<file path="src/rtl/uart_pkg.sv">
// Shared UART definitions: FSM state encoding and default bit period.
// UART_TX_PARITY_EN adds the PARITY state used by the even-parity transmitter build.
package uart_pkg;

  localparam int CLKS_PER_BIT_DEFAULT = 5208;  // 50 MHz / 9600 baud

  typedef enum logic [2:0] {
    IDLE  = 3'd0,
    START = 3'd1,
    DATA  = 3'd2,
    STOP  = 3'd3
`ifdef UART_TX_PARITY_EN
    , PARITY = 3'd4
`endif
  } state_t;

endpackage

</file>
<file path="src/rtl/uart_baud_gen.sv">
// Bit-period timer: counts 0..CLKS_PER_BIT-1 and flags the last cycle of each bit.
// Holding clear keeps the count at zero so the first bit starts with a full period.
module uart_baud_gen
  import uart_pkg::*;
#(
  parameter int CLKS_PER_BIT = CLKS_PER_BIT_DEFAULT
) (
  input  logic clk,
  input  logic rst_n,
  input  logic clear,
  output logic bit_tick
);

  localparam logic [15:0] LAST = 16'(CLKS_PER_BIT - 1);

  logic [15:0] count;

  always_ff @(posedge clk or negedge rst_n) begin
    if (!rst_n) begin
      count <= '0;
    end else if (clear || (count == LAST)) begin
      count <= '0;
    end else begin
      count <= count + 16'd1;
    end
  end

  assign bit_tick = (count == LAST);

endmodule

</file>
<file path="src/rtl/uart_result_tx.sv">
// 8N1 UART transmitter for the CPU result byte; tx is registered and idles high.
// Defining UART_TX_PARITY_EN inserts an even-parity bit between data and stop.
module uart_result_tx
  import uart_pkg::*;
#(
  parameter int CLKS_PER_BIT = CLKS_PER_BIT_DEFAULT
) (
  input  logic       clk,
  input  logic       rst_n,
  input  logic [7:0] tx_data,
  input  logic       tx_valid,
  output logic       tx_ready,
  output logic       tx_busy,
  output logic       tx_done,
  output logic       tx,
  output logic [2:0] state_dbg
);

  // Handshake: a byte moves on the rising edge where tx_valid && tx_ready;
  // tx_ready is high only in IDLE and tx_valid is ignored at all other times.

  state_t     state, state_next;
  logic [7:0] shreg, shreg_next;
  logic [2:0] bit_idx, idx_next;
  logic       tx_next;
  logic       bit_tick;
`ifdef UART_TX_PARITY_EN
  logic       par_bit, par_next;
`endif

  uart_baud_gen #(
    .CLKS_PER_BIT(CLKS_PER_BIT)
  ) u_baud (
    .clk     (clk),
    .rst_n   (rst_n),
    .clear   (state == IDLE),
    .bit_tick(bit_tick)
  );

  always_ff @(posedge clk or negedge rst_n) begin
    if (!rst_n) begin
      state   <= IDLE;
      shreg   <= '0;
      bit_idx <= '0;
      tx      <= 1'b1;
`ifdef UART_TX_PARITY_EN
      par_bit <= 1'b0;
`endif
    end else begin
      state   <= state_next;
      shreg   <= shreg_next;
      bit_idx <= idx_next;
      tx      <= tx_next;
`ifdef UART_TX_PARITY_EN
      par_bit <= par_next;
`endif
    end
  end

  always_comb begin
    state_next = state;
    shreg_next = shreg;
    idx_next   = bit_idx;
`ifdef UART_TX_PARITY_EN
    par_next   = par_bit;
`endif
    case (state)
      IDLE: begin
        if (tx_valid) begin
          state_next = START;
          shreg_next = tx_data;
`ifdef UART_TX_PARITY_EN
          par_next   = ^tx_data;
`endif
        end
      end
      START: begin
        if (bit_tick) state_next = DATA;
      end
      DATA: begin
        if (bit_tick) begin
          shreg_next = {1'b0, shreg[7:1]};
          idx_next   = bit_idx + 3'd1;
          if (bit_idx == 3'd7) begin
`ifdef UART_TX_PARITY_EN
            state_next = PARITY;
`else
            state_next = STOP;
`endif
          end
        end
      end
`ifdef UART_TX_PARITY_EN
      PARITY: begin
        if (bit_tick) state_next = STOP;
      end
`endif
      STOP: begin
        if (bit_tick) state_next = IDLE;
      end
      default: state_next = IDLE;
    endcase

    // tx is registered from the next state so the line changes on the bit edge itself.
    tx_next = 1'b1;
    case (state_next)
      START:   tx_next = 1'b0;
      DATA:    tx_next = shreg_next[0];
`ifdef UART_TX_PARITY_EN
      PARITY:  tx_next = par_next;
`endif
      default: tx_next = 1'b1;
    endcase
  end

  assign tx_ready  = (state == IDLE);
  assign tx_busy   = ~tx_ready;
  assign tx_done   = (state == STOP) && bit_tick;
  assign state_dbg = state;

endmodule

</file>
<file path="config.mk">
export PLATFORM = sky130hd
export DESIGN_NAME = uart_result_tx
export DESIGN_NICKNAME = d
export VERILOG_FILES = /design/src/rtl/uart_pkg.sv /design/src/rtl/uart_baud_gen.sv /design/src/rtl/uart_result_tx.sv
export SDC_FILE = /design/constraint.sdc
export NUM_CORES = 1
export LEC_CHECK = 0
export CAP_MARGIN = 30
export CORE_ASPECT_RATIO = 1.1
export CORE_MARGIN = 4
export CORE_UTILIZATION = 35
export DETAILED_ROUTE_END_ITERATION = 8
export PLACE_DENSITY = 0.61
export RECOVER_POWER = 50
export SLEW_MARGIN = 0
export SYNTH_ARGS = -nofsm -noshare
export SYNTH_HDL_FRONTEND = slang
export SYNTH_SLANG_ARGS = --single-unit
</file>
<file path="constraint.sdc">
create_clock -name clk -period 2.15 [get_ports clk]
set_input_delay 0.645 -clock clk [delete_from_list [all_inputs] [get_ports clk]]
set_output_delay 0.645 -clock clk [all_outputs]
set_load 0.05 [all_outputs]
</file>
==> impl_metrics.json <==
{
  "violations": "negative setup slack",
  "ant_nets": 0,
  "synth_area_leaders": "dfrtp_1 (50%), xor2_1 (6.4%), and3_1 (5.0%)",
  "max_slew.worst_pin.slew_ns": 0.764,
  "critical_path_rt_ns": 1.50,
  "synth-adder-area-share": 0.0248,
  "clockBufferDepth": 2,
  "timing_hold_violations_final": 0,
  "postCtsResizedCells": 0,
  "vdd.ir_drop.worst_mv": 0.395,
  "power.total_w": 0.00133,
  "worst-r2r-cell-count": 6,
  "seq_area_frac_synth": 0.514,
  "synth_cell_types": 34,
  "grt_antenna_before_repair": 0,
  "critPathLaunchType": "register",
  "first_pass_grt_wire_length_um": 5610,
  "end_kind": "output port",
  "crit_path_end": "tx_done",
  "yosysWarnings": 0,
  "number_of_vias_in_the_routed_layout": 1167,
  "hp-class": "register to register",
  "gp_routability_congestion": 0.753,
  "post_synth_instance_area_sq_um": 1510,
  "run_status": "finished, violations left",
  "initialDrtViolationCount": 30,
  "power_per_cell_area_nw_per_um2": 701,
  "finalClockSkew_ns": 0.00498,
  "final_core_utilization": 0.468,
  "cts.root.buffer_cell": "clkbuf_8",
  "grt_start_max_net_pins": 32,
  "synth_area_leader_cell": "dfrtp_1",
  "synth.avg_cell_area_sq_um": 10.6,
  "first_global_vias": 1212,
  "dr.pass1.iters": 4,
  "worstPathArrival_ns": 1.66,
  "buffer_ports.inserted": 17,
  "fp.dieArea_sq_um": 5430,
  "dpl.hpwl_um": 2260,
  "drcViolationCount": 0,
  "met3_length_um": 160,
  "synth_top_family_by_area": "simple AND/OR/NAND/NOR gates",
  "detailroute.wirelength.met2_um": 1500,
  "wl_um": 3050,
  "post_cts_hold_buffer_count": 0,
  "nNetsFinal": 185,
  "finalSetupViolCount": 1,
  "drt-vias-per-instance": 5.21,
  "floorplan.initialDensity": 0.373,
  "post_cts_buffers": 0,
  "global_route.usage.total": 0.129,
  "rrSetupSlack_ns": 0.20,
  "timing.setup.critical_path_class": "register to output port",
  "area_growth_pct": 25.4,
  "grt_setup_unrepaired": "true",
  "ys_ff_latch": 31,
  "dieHeight_um": 76.9,
  "final_common_cell": "dfrtp_1",
  "post_synth_and_or_nand_nor_area_fraction": 0.243,
  "routedWlPerCell_um": 13.6,
  "synth_xor_xnor_area_share": 0.0869,
  "worst_setup_hold_path_clk_slew_ns": 0.06,
  "gr-total-overflow": 0,
  "timing.final.crit_share": 1.07,
  "worst_r2r_startpoint": "u_baud.count[1]",
  "numCtsBuffers": 5,
  "worstReg2RegEnd": "shreg[5]",
  "tritoncts": "built",
  "post-route-worst-setup-slack_ns": -0.158,
  "cellLeakagePower_nw": 0.913,
  "crit_path_max_fanout": 4,
  "timing.slew.headroom": 0.491,
  "placementRows": 24,
  "timing.fmax_mhz": 433,
  "clock_tree.htree_level_count": 2,
  "clock_sink_count": 31,
  "synth_top_area_share": 0.497,
  "critical_path.startpoint": "u_baud.count[1]",
  "synth_nets": 157,
  "worstSkewPairLatency_ns": 0.28,
  "antennaDiodeCount": 0,
  "finalSetupTns_ns": -0.158,
  "ioPinCount": 18,
  "synthMuxAreaShare": 0.0149,
  "drive_above_1_share": 0.169,
  "highest_layer": "met4",
  "max_cap_violations": 0,
  "die_w_um": 70.7,
  "finalMaxSlewViolations": 0,
  "synthesis.instances": 143,
  "layout_min_cycle_time_ns": 2.31,
  "wirelength_met1_um": 1350,
  "fp.coreArea_sq_um": 4050,
  "compound_gate_fraction_of_synth_area": 0.0877,
  "layout_common_cells": "dfrtp_1 (30), nor2_1 (19), and3_1 (12)"
}
-- synth_stat cells, drive strengths merged --
cell type	n
and3	12
and4	2
o211a	1
nor4b	1
a221o	6
conb	1
nand4	4
and4bb	2
nor4	1
o22ai	1
nor3b	1
dfrtp	30
nand3	10
mux2	2
a21oi	5
clkbuf	1
nor2	19
a31oi	1
or3	1
nand3b	1
buf	2
nor3	3
xor2	11
inv	6
nand2	8
o21ai	3
ha	3
dfstp	1
xnor2	4
-- sequential cells by signal, summed over array words and instances, names as in the netlist --
signal,flops
u_baud.count,16
bit_idx,3
tx,1
shreg,8
state_dbg,3
-- timing repair --
item	4_1_cts	5_1_grt
endpoints found under the hold margin	0	0
gates cloned	0	0
pin swaps	0	0
endpoints found under the setup margin	1	2
-- logic make-up (layout without fill, tap and decap cells) --
group	after synthesis	in the layout
AO/OA/AOI/OAI	17	17
flip-flops	31	31
XOR/XNOR	15	15
AND/OR/NAND/NOR	65	65
adder cells (fa/ha/maj)	3	3
other	1	1
buffers and inverters	9	38
multiplexers	2	2
-- where the power goes --
part,switching (W),leakage (nW),internal (W)
combinational,0.000100,0.455,0.0000939
clock,0.000208,0.0482,0.000258
sequential,0.0000387,0.410,0.000631
-- worst max-delay path, cell delays in order (launching register included) --
cell and delay (ns):
dfrtp_1 0.39, ha_1 0.17, and4bb_1 0.22, nand4_1 0.18
nor4_4 0.23, buf_12 0.18
-- stage by stage --
step           instance area, sq um  worst slack, ns  hold WS [ns]  std cells
5_1_grt                        1900           -0.309         0.509        224
3_3_place_gp                   1810            0.132         0.470        216
6_report                       1900           -0.158         0.475        224
2_1_floorplan                  1530           -0.119         0.349        143
4_1_cts                        1900           -0.179         0.480        224
3_5_place_dp                   1810            0.104         0.466        216
-- how the worst min path moves through the flow --
stage                            end  cells after the start       start
after floorplan           bit_idx[0]                      0       rst_n
final                     bit_idx[0]                      1  bit_idx[0]
after detailed placement  bit_idx[0]                      1  bit_idx[0]
after global routing      bit_idx[0]                      1  bit_idx[0]
after global placement    bit_idx[0]                      1  bit_idx[0]
after CTS                 bit_idx[0]                      1  bit_idx[0]
-- routing by layer --
| layer | GRT usage | up-vias |
|---|---|---|
| li1 | - | 566 |
| met1 | 0.151 | 572 |
| met2 | 0.214 | 25 |
| met3 | 0.0458 | 4 |
| met4 | 0.0489 | 0 |
| met5 | 0 | - |
-- final cells by class --
class,count,area [sq um]
Fill cell,375,2160
Sequential cell,31,777
Multi-Input combinational cell,103,713
Timing Repair Buffer,24,224
Clock buffer,7,86.3
Tap cell,52,65.1
Inverter,6,25.0
Clock inverter,1,5.00
No activity file was read; power rests on OpenSTA's default activity.
